[config.mk]
export PLATFORM = sky130hd
export DESIGN_NAME = window_scan_sequencer_flat
export DESIGN_NICKNAME = d
export VERILOG_FILES = /design/src/rtl/window_scan_sequencer_if.sv /design/src/rtl/window_scan_sequencer.sv /design/src/flat_wrapper.sv
export SDC_FILE = /design/constraint.sdc
export NUM_CORES = 1
export LEC_CHECK = 0
export ABC_AREA = 1
export BUFFER_PORTS_ARGS = -buffer_cell sky130_fd_sc_hd__buf_2
export CAP_MARGIN = 25
export CORE_UTILIZATION = 28
export DETAILED_ROUTE_END_ITERATION = 8
export PLACE_DENSITY = 0.48
export SLEW_MARGIN = 10
export SYNTH_ARGS = -nofsm -noshare
export SYNTH_HDL_FRONTEND = slang
export SYNTH_SLANG_ARGS = --single-unit
[constraint.sdc]
create_clock -name clk -period 2.6 [get_ports clk]
set_input_delay 0.39 -clock clk [delete_from_list [all_inputs] [get_ports clk]]
set_output_delay 0.39 -clock clk [all_outputs]
set_load 0.03 [all_outputs]
[src/rtl/window_scan_sequencer_if.sv]
// Pixel handshake, frame control and window/strobe outputs of the
// window scan sequencer, bundled as one port.
interface window_scan_sequencer_if #(
    parameter int WIDTH  = 640,
    parameter int HEIGHT = 480
);
    localparam int COL_W = $clog2(WIDTH);
    localparam int ROW_W = $clog2(HEIGHT);

    logic             start_i;
    logic             abort_i;
    logic             pixel_valid_i;
    logic             ready_o;
    logic             count_en_o;
    logic [COL_W-1:0] col_o;
    logic [ROW_W-1:0] row_o;
    logic             window_valid_o;
    logic [COL_W-1:0] win_col_o;
    logic [ROW_W-1:0] win_row_o;
    logic             eol_o;
    logic             busy_o;
    logic             frame_done_o;

    // Source / controller side
    modport master (
        output start_i, abort_i, pixel_valid_i,
        input  ready_o, count_en_o, col_o, row_o, window_valid_o,
        input  win_col_o, win_row_o, eol_o, busy_o, frame_done_o
    );

    // Sequencer side
    modport slave (
        input  start_i, abort_i, pixel_valid_i,
        output ready_o, count_en_o, col_o, row_o, window_valid_o,
        output win_col_o, win_row_o, eol_o, busy_o, frame_done_o
    );
endinterface

[src/rtl/window_scan_sequencer.sv]
// Frame sequencer for the KxK sliding-window path: gates the pixel stream,
// owns the shared column/row counters, strobes each complete window with its
// centre coordinates and ends the frame with a one-cycle done pulse.
module window_scan_sequencer #(
    parameter int WIDTH  = 640,
    parameter int HEIGHT = 480,
    parameter int K      = 7
) (
    input logic                   clk,
    input logic                   rst_n,
    window_scan_sequencer_if.slave bus
);
    localparam int COL_W = $clog2(WIDTH);
    localparam int ROW_W = $clog2(HEIGHT);
    localparam int HALF  = (K - 1) / 2;

    localparam logic [COL_W-1:0] COL_LAST = COL_W'(WIDTH - 1);
    localparam logic [ROW_W-1:0] ROW_LAST = ROW_W'(HEIGHT - 1);
    localparam logic [COL_W-1:0] COL_MIN  = COL_W'(K - 1);
    localparam logic [ROW_W-1:0] ROW_MIN  = ROW_W'(K - 1);
    localparam logic [COL_W-1:0] COL_HALF = COL_W'(HALF);
    localparam logic [ROW_W-1:0] ROW_HALF = ROW_W'(HALF);

    typedef enum logic [1:0] {
        S_IDLE   = 2'd0,
        S_RUN    = 2'd1,
        S_FINISH = 2'd2
    } state_e;

    state_e           state_q, state_d;
    logic [COL_W-1:0] col_q, col_d;
    logic [ROW_W-1:0] row_q, row_d;
    logic             win_valid_q, win_valid_d;
    logic [COL_W-1:0] win_col_q, win_col_d;
    logic [ROW_W-1:0] win_row_q, win_row_d;
    logic             eol_q, eol_d;
    logic             ready;
    logic             accept;

    assign ready  = (state_q == S_RUN);
    assign accept = ready & bus.pixel_valid_i;

    // Next state, counter advance and window/end-of-line strobe generation
    always_comb begin
        state_d     = state_q;
        col_d       = col_q;
        row_d       = row_q;
        win_valid_d = 1'b0;
        win_col_d   = win_col_q;
        win_row_d   = win_row_q;
        eol_d       = 1'b0;

        // An accept in the abort cycle still shifts the buffers but its
        // strobes are dropped, since the frame is being discarded.
        if (accept && !bus.abort_i) begin
            if ((row_q >= ROW_MIN) && (col_q >= COL_MIN)) begin
                win_valid_d = 1'b1;
                win_col_d   = col_q - COL_HALF;
                win_row_d   = row_q - ROW_HALF;
            end
            eol_d = (col_q == COL_LAST);
        end

        unique case (state_q)
            S_IDLE: begin
                if (bus.start_i && !bus.abort_i) begin
                    state_d = S_RUN;
                    col_d   = '0;
                    row_d   = '0;
                end
            end
            S_RUN: begin
                if (bus.abort_i) begin
                    state_d = S_IDLE;
                    col_d   = '0;
                    row_d   = '0;
                end else if (accept) begin
                    if (col_q == COL_LAST) begin
                        col_d = '0;
                        if (row_q == ROW_LAST) begin
                            row_d   = '0;
                            state_d = S_FINISH;
                        end else begin
                            row_d = row_q + 1'b1;
                        end
                    end else begin
                        col_d = col_q + 1'b1;
                    end
                end
            end
            S_FINISH: begin
                state_d = S_IDLE;
                col_d   = '0;
                row_d   = '0;
            end
            default: begin
                state_d = S_IDLE;
                col_d   = '0;
                row_d   = '0;
            end
        endcase
    end

    // State, counters and registered strobes; reset clears everything
    always_ff @(posedge clk) begin
        if (!rst_n) begin
            state_q     <= S_IDLE;
            col_q       <= '0;
            row_q       <= '0;
            win_valid_q <= 1'b0;
            win_col_q   <= '0;
            win_row_q   <= '0;
            eol_q       <= 1'b0;
        end else begin
            state_q     <= state_d;
            col_q       <= col_d;
            row_q       <= row_d;
            win_valid_q <= win_valid_d;
            win_col_q   <= win_col_d;
            win_row_q   <= win_row_d;
            eol_q       <= eol_d;
        end
    end

    assign bus.ready_o        = ready;
    assign bus.count_en_o     = accept;
    assign bus.col_o          = col_q;
    assign bus.row_o          = row_q;
    assign bus.window_valid_o = win_valid_q;
    assign bus.win_col_o      = win_col_q;
    assign bus.win_row_o      = win_row_q;
    assign bus.eol_o          = eol_q;
    assign bus.busy_o         = (state_q != S_IDLE);
    assign bus.frame_done_o   = (state_q == S_FINISH);
endmodule

[src/flat_wrapper.sv]
// flat-port wrapper written by rule: the top's interface ports become plain ports
module window_scan_sequencer_flat 
#(
    parameter int WIDTH  = 640,
    parameter int HEIGHT = 480,
    parameter int K      = 7
)
  (clk, rst_n, bus_start_i, bus_abort_i, bus_pixel_valid_i, bus_ready_o, bus_count_en_o, bus_col_o, bus_row_o, bus_window_valid_o, bus_win_col_o, bus_win_row_o, bus_eol_o, bus_busy_o, bus_frame_done_o);
  window_scan_sequencer_if #(.WIDTH(WIDTH), .HEIGHT(HEIGHT)) bus_i ();
  input logic clk;
  input logic rst_n;
  input wire logic [$bits(bus_i.start_i)-1:0] bus_start_i;
  input wire logic [$bits(bus_i.abort_i)-1:0] bus_abort_i;
  input wire logic [$bits(bus_i.pixel_valid_i)-1:0] bus_pixel_valid_i;
  output wire logic [$bits(bus_i.ready_o)-1:0] bus_ready_o;
  output wire logic [$bits(bus_i.count_en_o)-1:0] bus_count_en_o;
  output wire logic [$bits(bus_i.col_o)-1:0] bus_col_o;
  output wire logic [$bits(bus_i.row_o)-1:0] bus_row_o;
  output wire logic [$bits(bus_i.window_valid_o)-1:0] bus_window_valid_o;
  output wire logic [$bits(bus_i.win_col_o)-1:0] bus_win_col_o;
  output wire logic [$bits(bus_i.win_row_o)-1:0] bus_win_row_o;
  output wire logic [$bits(bus_i.eol_o)-1:0] bus_eol_o;
  output wire logic [$bits(bus_i.busy_o)-1:0] bus_busy_o;
  output wire logic [$bits(bus_i.frame_done_o)-1:0] bus_frame_done_o;
  assign bus_i.start_i = bus_start_i;
  assign bus_i.abort_i = bus_abort_i;
  assign bus_i.pixel_valid_i = bus_pixel_valid_i;
  assign bus_ready_o = bus_i.ready_o;
  assign bus_count_en_o = bus_i.count_en_o;
  assign bus_col_o = bus_i.col_o;
  assign bus_row_o = bus_i.row_o;
  assign bus_window_valid_o = bus_i.window_valid_o;
  assign bus_win_col_o = bus_i.win_col_o;
  assign bus_win_row_o = bus_i.win_row_o;
  assign bus_eol_o = bus_i.eol_o;
  assign bus_busy_o = bus_i.busy_o;
  assign bus_frame_done_o = bus_i.frame_done_o;
  window_scan_sequencer #(.WIDTH(WIDTH), .HEIGHT(HEIGHT), .K(K)) u_core (.clk(clk), .rst_n(rst_n), .bus(bus_i));
endmodule
==> flow_metrics.tcl, run 1 <==
set metrics [dict create \
    die_h_um 95.61 \
    slew_viol_final 0 \
    cts_hold_buffers 0 \
    holdWs_ns 0.4670 \
    yosysMostFrequentCell "nand2_1" \
    hpwl_um 4659 \
    fin_ws_ns 0.4884 \
    dpl_cell_area_um2 2729 \
    p_leak_uw 0.001343 \
    yosysTopAreaCell "dfxtp_1" \
    area_delta_synth_final_pct 14.94 \
    yosys.area.top_type_share_pct 34.27 \
    avgSynthCellArea_um2 6.951 \
    worst_ir_drop_vdd_v 0.0002004 \
    internal_power_uw 1023 \
    pwr-share-clk_pct 27.0 \
    clkSlewWorstSetupHoldPaths_ns 0.09 \
    crit_slowest_cell "nand4_1" \
    synth.distinct_cells 32 \
    max_cap_violations 0 \
    end_kind "flop" \
    synthFlopType "dfxtp_1" \
    ys_seq_area_share_pct 34.27 \
    totalWireLength_um 6189 \
    maxSlewHeadroom_pct 65.24 \
    clock-sinks 42 \
    slowest_delay_ns 0.45 \
    worst_ep_arrival_time_ns 2.34 \
    final_nets 406 \
    grt_pass1_wl_um 10160 \
    grt_max_degree 29 \
    path_max_fanout 28 \
    tightestPinTransition_ns 0.5199 \
    drive_gt1_share_pct 23.62 \
    numCtsBuffers 5 \
    fin_tns_setup_ns 0 \
    combPwrFrac_pct 30.6 \
    place.gp.congestion 0.8625 \
    synth-edff-count 0 \
    ctsRootBufferMaster "clkbuf_8" \
    syn_nets 362 \
    syn-cell-area_um2 2454 \
    dieArea_um2 9141 \
    io_pins 49 \
    synth_common_cells "nand2_1, nor2_1, inv_1" \
    final_area_um2 2820 \
    synth-seq-cells 42 \
    rsz0062_at_grt "no" \
    synth_warnings 0 \
    ant_nets 0 \
    syn_inst 353 \
    firstDrtPassIters 4 \
    cts_setup_buffers 0 \
    switching_power_uw 645.5 \
    num_vias 2258 \
    initial_utilization_pct 29.42 \
    cellPowerDensity_nw_per_um2 591.5 \
    finalClockSkew_ns 0.007580 \
    criticalPathCategory "reg2reg" \
    startpoint_type "flop" \
    cts_max_level 2 \
    outcome "completed" \
    drt_drc_violations_left 0 \
    crit_family "simple AND/OR/NAND/NOR gates" \
    clk_path_buf_depth 2 \
    antenna_cells 0 \
    setup_viol 0 \
    required_ns 2.83 \
    pwr-share-seq_pct 42.5 \
    crit_chain "inv_1, ha_1, o21ai_0, nand4_1, nand3_4, nand2_1, a21oi_1" \
    groute.usage.overall_pct 14.71 \
    fin_crit_ns 2.112 \
    place_ws_ns 0.4702 \
    overflow 0 \
    hp-class "reg2reg" \
    cp_num_buf_inv 1 \
    die_w_um 95.61 \
    rows 33 \
    port_buffers 48 \
    routed_via_density 4.489 \
    drt-initial-drc-count 133 \
    wl_per_cell_um 12.30 \
    switching_share_pct 38.69 \
    cts_tree "yes" \
    first_global_vias 2103 \
    cts-resized-gates 0 \
    async_flop_share_pct 0 \
    fin_crit_sh_pct 81.21 \
    synthTopCellsByArea "dfxtp_1, nand2_1, nor2_1" \
    antenna_found_initial 0 \
    max_freq_ghz 0.4736 \
    worstSkewPairLatency_ns 0.30 \
    core_area_um2 8341 \
    finalHoldViolCount 0 \
]
power by group through the flow:
| stage | Combinational, uW | Sequential, uW | Clock [uW] |
|---|---|---|---|
| CTS | 518 | 709 | 466 |
| floorplan | 386 | 757 | 0 |
| global placement | 517 | 721 | 0 |
| global route | 567 | 714 | 496 |
| finish | 510 | 708 | 450 |
| detailed placement | 516 | 724 | 0 |
metrics by stage:
step,util (%),instances,total power [uW]
after floorplan,-,353,1142
after CTS,33.81,503,1694
after global placement,32.72,495,1238
final,33.81,503,1668
after global routing,33.81,503,1777
after detailed placement,32.72,495,1240
tightest hold or removal path, delay by kind of cell, from the launching register on:
| kind | cells | cell delay (ns) |
|---|---|---|
| flip-flops | 1 | 0.31 |
| AO/OA/AOI/OAI | 1 | 0.05 |
| AND/OR/NAND/NOR | 1 | 0.06 |
state kept, by name (all words and copies together), names as in the netlist:
| signal | count |
|---|---|
| u_core.state_q | 2 |
| u_core.bus.col_o | 10 |
| u_core.bus.win_col_o | 10 |
| u_core.bus.row_o | 9 |
| u_core.bus.window_valid_o | 1 |
| u_core.bus.win_row_o | 9 |
| u_core.bus.eol_o | 1 |
routing by layer:
metal	vias to the layer above	global-route usage [%]	share of wire (%)	wire length (um)
met4	0	5.846	2.5	152
met1	1014	19.31	48	2999
li1	1184	-	-	-
met2	49	23.21	44	2726
met5	-	0	0	0
met3	11	3.349	5.0	311
cells in the final DEF, fill, tap and decap left out, types with 4 or more instances in the layout:
cell	n
nand2_1	90
buf_2	48
nor2_1	46
inv_1	45
dfxtp_1	42
nand4_1	15
xor2_1	14
nand3_1	14
a21oi_1	14
nor2_2	10
o21ai_0	10
nand2_2	8
clkbuf_8	6
inv_2	5
nor2_4	5
nor3_1	4
ha_1	4
cell families (layout without fill, tap and decap cells):
logic type	count (synthesis)	after routing	share of synthesized area (%)
xor gates and xnor gates	14	14	4.998
and+or+nand+nor	202	202	40.39
adders and majority gates	4	4	2.040
buffers and inverters	61	106	11.58
DFF	42	42	34.27
AOI/OAI and AO/OA	30	30	6.732
worst paths after layout:
kind	from	to	slack, ns	cells past startpoint
hold reg to reg	u_core.bus.win_col_o[1]	u_core.bus.win_col_o[1]	0.47	2
setup / recovery	u_core.bus.row_o[0]	u_core.bus.win_row_o[4]	0.49	7
setup reg to reg	u_core.bus.row_o[0]	u_core.bus.win_row_o[4]	0.49	7
hold / removal	u_core.bus.win_col_o[1]	u_core.bus.win_col_o[1]	0.47	2
cell type report:
cell class	instances	area (um2)
Clock buffer	7	86.33
Multi-Input combinational cell	250	1329
Timing Repair Buffer	48	240.2
Tap cell	105	131.4
Inverter	50	187.7
Fill cell	933	5520
Sequential cell	42	840.8
Clock inverter	1	5.005
Power figures use the tool's default switching activity.
==> run 2: changes to the inputs <==
==> constraint.sdc (replaced) <==
create_clock -name clk -period 2.1 [get_ports clk]
set_input_delay 0.315 -clock clk [delete_from_list [all_inputs] [get_ports clk]]
set_output_delay 0.315 -clock clk [all_outputs]
set_load 0.03 [all_outputs]
==> run 2 against run 1 <==
Against the previous run:
- total power is 24% higher
- count of clock-buffer cells in the layout stayed put
- die area stayed put
- sequential power is 24% higher
- via count is 0.31% lower
- sequential share of layout area is 0.31 points lower
- highest routed layer unchanged
==> flow_metrics.tcl, run 2 (synthesized netlist as in run 1, its figures left out) <==
set metrics [dict create \
    clk_path_buf_depth 2 \
    clock-sinks 42 \
    routed_via_density 4.440 \
    worstSkewPairLatency_ns 0.29 \
    fin_crit_ns 1.744 \
    switching_power_uw 788.6 \
    final_common_cell "nand2_1" \
    setup_viol 0 \
    cts_max_level 2 \
    rsz0062_at_grt "no" \
    cts_setup_buffers 0 \
    firstDrtPassIters 4 \
    criticalPathCategory "reg2reg" \
    groute.usage.overall_pct 14.37 \
    initial_utilization_pct 29.42 \
    n_fill_cell 955 \
    cts_tree "yes" \
    area_delta_synth_final_pct 16.17 \
    fin_crit_sh_pct 83.03 \
    grt_max_degree 29 \
    maxSlewHeadroom_pct 70.68 \
    path_max_fanout 28 \
    pwr-share-seq_pct 42.4 \
    fin_tns_setup_ns 0 \
    first_global_vias 2019 \
    startpoint_type "flop" \
    cts_hold_buffers 0 \
    antenna_found_initial 0 \
    pwr-share-clk_pct 26.2 \
    slew_viol_final 0 \
    ctsRootBufferMaster "clkbuf_8" \
    rrSetupSlack_ns 0.36 \
    wl_per_cell_um 12.26 \
    antenna_cells 0 \
    place.gp.congestion 0.9277 \
    hp-class "in2reg" \
    switching_share_pct 38.20 \
    timing.rr.end "u_core.bus.win_row_o[2]" \
    dpl_cell_area_um2 2759 \
    cts-resized-gates 0 \
    totalWireLength_um 6214 \
    m1WireLength_um 3119 \
    num_vias 2251 \
    rows 33 \
    ant_nets 0 \
    io_pins 49 \
    final_nets 410 \
    cellPowerDensity_nw_per_um2 724.3 \
    drt-initial-drc-count 125 \
    die_w_um 95.61 \
    holdWs_ns 0.3929 \
    max_cap_violations 0 \
    crit_start "u_core.bus.row_o[0]" \
    required_ns 2.31 \
    reg2regPathDepth 7 \
    hpwl_um 4749 \
    outcome "completed" \
    max_freq_ghz 0.5735 \
    finalHoldViolCount 0 \
    port_buffers 48 \
    final_util_pct 34.17 \
    route.met3.wl_um 316 \
    worst_ep_arrival_time_ns 1.96 \
    tightestPinTransition_ns 0.4352 \
    r2r-start "u_core.bus.row_o[0]" \
    drt_drc_violations_left 0 \
    dr.max_layer_used "met4" \
    drive_gt1_share_pct 24.38 \
    end_kind "flop" \
    core_area_um2 8341 \
    crit_end "u_core.bus.win_row_o[2]" \
    layout_common_cells "nand2_1, buf_2, nor2_1, inv_1, dfxtp_1" \
    p_leak_uw 0.001364 \
    route.met2.wl_um 2667 \
    grt_pass1_wl_um 10100 \
    finalClockSkew_ns 0.007262 \
    total_power_uw 2065 \
    numCtsBuffers 5 \
    final_area_um2 2850 \
    internal_power_uw 1276 \
    clkSlewWorstSetupHoldPaths_ns 0.08 \
    overflow 0 \
    die_h_um 95.61 \
    worst_ir_drop_vdd_v 0.0002998 \
    combPwrFrac_pct 31.3 \
    dieArea_um2 9141 \
]
-- run 2: cell count changes in the layout (fill, tap and decap cells not counted), sizes merged --
cell / change
buf: +4
-- run 2: critical path: stages, from the launching register on --
cell	delay, ns
dfxtp_1	0.38
inv_1	0.13
ha_1	0.21
o21ai_0	0.15
nand4_1	0.21
nand3_4	0.32
nand2_1	0.09
a21oi_1	0.17
-- run 2: layout make-up --
class | count | area [um2] | share of cell area (%)
tap | 105 | 131.4 | 4.609
timing repair buffer | 52 | 270.3 | 9.482
inverter | 50 | 187.7 | 6.585
multi-input combinational | 250 | 1329 | 46.62
sequential | 42 | 840.8 | 29.50
clock inverter | 1 | 5.005 | 0.1756
clock buffer | 7 | 86.33 | 3.029
-- run 2: power groups by stage --
| stage | logic, uW | registers [uW] | clock network, uW |
|---|---|---|---|
| after floorplan | 478 | 937 | 0 |
| after global placement | 654 | 895 | 0 |
| after detailed placement | 652 | 896 | 0 |
| after CTS | 655 | 877 | 567 |
| after global routing | 716 | 884 | 591 |
| final | 647 | 876 | 541 |
-- run 2: routing by layer --
layer | vias up | GRT usage, %
met3 | 6 | 2.791
met1 | 989 | 20.35
met5 | - | 0
met2 | 57 | 21.37
met4 | 0 | 5.224
li1 | 1199 | -
-- run 2: how the worst min path moves through the flow --
stage / end / cells after the start / from
finish: u_core.bus.win_row_o[8] / 3 / rst_n
global placement: u_core.bus.win_row_o[1] / 2 / u_core.bus.win_row_o[1]
CTS: u_core.bus.win_row_o[8] / 3 / rst_n
global route: u_core.bus.win_col_o[7] / 3 / rst_n
detailed placement: u_core.bus.win_col_o[1] / 2 / u_core.bus.win_col_o[1]
floorplan: u_core.bus.eol_o / 2 / rst_n
-- run 2: through the flow --
step / std cells / worst slack (ns)
3_5_place_dp: 499 / 0.3908
5_1_grt: 507 / 0.1421
6_report: 507 / 0.3563
2_1_floorplan: 353 / 0.3869
3_3_place_gp: 499 / 0.3656
4_1_cts: 507 / 0.3348
==> run 3: changes to the inputs <==
--- a/config.mk
+++ b/config.mk
@@ -5,12 +5,12 @@
 export SDC_FILE = /design/constraint.sdc
 export NUM_CORES = 1
 export LEC_CHECK = 0
-export ABC_AREA = 1
+export ABC_AREA = 0
 export BUFFER_PORTS_ARGS = -buffer_cell sky130_fd_sc_hd__buf_2
 export CAP_MARGIN = 25
 export CORE_UTILIZATION = 28
 export DETAILED_ROUTE_END_ITERATION = 8
-export PLACE_DENSITY = 0.48
+export PLACE_DENSITY = 0.5
 export SLEW_MARGIN = 10
 export SYNTH_ARGS = -nofsm -noshare
 export SYNTH_HDL_FRONTEND = slang
==> constraint.sdc (replaced) <==
create_clock -name clk -period 1.5 [get_ports clk]
set_input_delay 0.225 -clock clk [delete_from_list [all_inputs] [get_ports clk]]
set_output_delay 0.225 -clock clk [all_outputs]
set_load 0.03 [all_outputs]
==> run 3 against run 2 <==
Against the previous run:
- the flow now finishes with violations (setup timing)
- total power up 13%
- largest power group unchanged
- synthesized area down 7.2%
- synthesized cell count down 26%
- core utilization up 16 points
==> flow_metrics.tcl, run 3 <==
set metrics [dict create \
    final_nets 409 \
    startpoint_type "flop" \
    synth-seq-cells 42 \
    die_h_um 92.18 \
    max_freq_ghz 0.5430 \
    yosys.area.top_type_share_pct 36.92 \
    tightestPinTransition_ns 0.3736 \
    ant_nets 0 \
    syn-cell-area_um2 2277 \
    rsz0062_at_grt "yes" \
    total_power_uw 2330 \
    totalWireLength_um 7645 \
    core_area_um2 7807 \
    fin_crit_sh_pct 122.8 \
    drt-initial-drc-count 135 \
    criticalPathCategory "reg2reg" \
    n_fill_cell 801 \
    max_cap_violations 0 \
    grt_pass1_wl_um 12440 \
    clkSlewWorstSetupHoldPaths_ns 0.08 \
    syn_nets 270 \
    rows 32 \
    required_ns 1.69 \
    synthTopCellsByArea "dfxtp_1, a21oi_1, xnor2_1" \
    clock-sinks 42 \
    port_buffers 48 \
    fin_crit_ns 1.842 \
    cts_tree "yes" \
    drive_gt1_share_pct 60.60 \
    wl_per_cell_um 15.20 \
    synth_fa_ha_area_share_pct 2.198 \
    drt_drc_violations_left 0 \
    yosysMostFrequentCell "dfxtp_1" \
    finalClockSkew_ns 0.01556 \
    path_max_fanout 6 \
    end_kind "flop" \
    worst_ir_drop_vdd_v 0.0003096 \
    ctsRootBufferMaster "clkbuf_8" \
    groute.usage.overall_pct 18.60 \
    hp-class "in2reg" \
    violations "setup timing" \
    synthFlopType "dfxtp_1" \
    synth_warnings 0 \
    p_leak_uw 0.001789 \
    fin_ws_ns -0.3416 \
    io_pins 49 \
    holdWs_ns 0.2909 \
    grt_max_degree 20 \
    firstDrtPassIters 4 \
    worstSkewPairLatency_ns 0.31 \
    die_w_um 92.18 \
    slew_viol_final 0 \
    finalNonFillerCells 503 \
    synth_xor_area_share_pct 5.385 \
    synth_compound_area_share_pct 25.38 \
    area_delta_synth_final_pct 73.46 \
    antenna_found_initial 0 \
    yosysTopAreaCell "dfxtp_1" \
    clk_path_buf_depth 2 \
    yosys.area_share.simple_pct 23.90 \
    final_area_um2 3950 \
    worst_ep_arrival_time_ns 2.03 \
    overflow 0 \
    initial_utilization_pct 29.17 \
    synth-edff-count 0 \
    num_vias 2517 \
    setup_viol 40 \
    avgSynthCellArea_um2 8.725 \
    cellPowerDensity_nw_per_um2 590.0 \
    final_util_pct 50.59 \
    dieArea_um2 8497 \
    dpl_cell_area_um2 3279 \
    ys_seq_area_share_pct 36.92 \
    synth.distinct_cells 52 \
    place.gp.congestion 0.7952 \
    finalHoldViolCount 0 \
    final_common_cell "buf_4" \
    first_global_vias 2478 \
    hpwl_um 5393 \
    cts_max_level 2 \
    synth_mux_area_share_pct 0.4945 \
    synth_top_family_by_area "compound AO/OA/AOI/OAI gates" \
    outcome "finished, violations left" \
    syn_inst 261 \
    maxSlewHeadroom_pct 74.82 \
    async_flop_share_pct 0 \
    synth_common_cells "dfxtp_1, a21oi_1, nor2_1" \
    numCtsBuffers 5 \
    place_inst 470 \
    routed_via_density 5.004 \
    layout_common_cells "buf_4, buf_2, buf_6, dfxtp_1, a21oi_2" \
    antenna_cells 0 \
]
## run 3: cell count changes after synthesis, moves of 12 or more
cell and change:
a21oi_1 +15, nor2_1 -31, xor2_1 -12, inv_1 -37, xnor2_1 +12, nand2_1 -83
## run 3: final cells by class
cell class,instances,area [um2],share of cell area [%]
Multi-Input combinational cell,193,1632,41.30
Timing Repair Buffer,150,1175,29.74
Sequential cell,42,899.6,22.77
Tap cell,102,127.6,3.231
Clock buffer,6,72.57,1.837
Inverter,8,30.03,0.7602
Clock inverter,2,13.76,0.3484
## run 3: path summary, 6_finish.rpt
path                                                end  cells after the start  slack, ns               startpoint
worst min register to register  u_core.bus.win_col_o[9]                      2       0.50  u_core.bus.win_col_o[9]
worst min-delay path                  u_core.state_q[1]                      3       0.29                    rst_n
worst max register to register  u_core.bus.win_row_o[5]                      5      -0.34      u_core.bus.row_o[3]
worst max-delay path            u_core.bus.win_row_o[5]                      5      -0.34      u_core.bus.row_o[3]
## run 3: per-stage QoR
stage / worst slack, ns / TNS [ns]
finish: -0.3416 / -8.204
global route: -0.3681 / -10.11
CTS: -0.3334 / -8.174
detailed placement: -0.3376 / -8.759
global placement: -0.3010 / -8.526
floorplan: -0.5193 / -11.58
## run 3: worst max-delay path, cell delays in order (launching register included)
cell and delay [ns]:
dfxtp_4 0.34, or4_4 0.53, or4_4 0.49, buf_6 0.15, a21oi_1 0.15, a211oi_1 0.07
## run 3: logic make-up after synthesis
family          Yosys count
xor+xnor                 14
fa+ha+maj                 4
buf+inv                  26
compound gates           85
mux                       1
simple gates             89
flops                    42
## run 3: layer usage
| layer | up-vias | global-route usage, % | wire length [um] |
|---|---|---|---|
| li1 | 1268 | - | - |
| met4 | 0 | 6.250 | 88 |
| met2 | 59 | 31.03 | 3707 |
| met3 | 9 | 3.151 | 256 |
| met5 | - | 0 | 0 |
| met1 | 1181 | 24.14 | 3593 |
## run 3: power by group
part | switching (uW) | leakage (uW) | total (uW) | internal [uW]
registers | 10.8 | 0.000353 | 1120 | 1110
logic | 217 | 0.00139 | 443 | 226
clock network | 440 | 0.0000452 | 770 | 330
## run 3: repair_timing
item / CTS / global route
pin swaps: 26 / 17
hold buffers: 0 / 0
setup endpoints to repair: 44 / 46
cloned: 2 / 0
buffers inserted: 20 / 6
gates resized for setup: 63 / 37
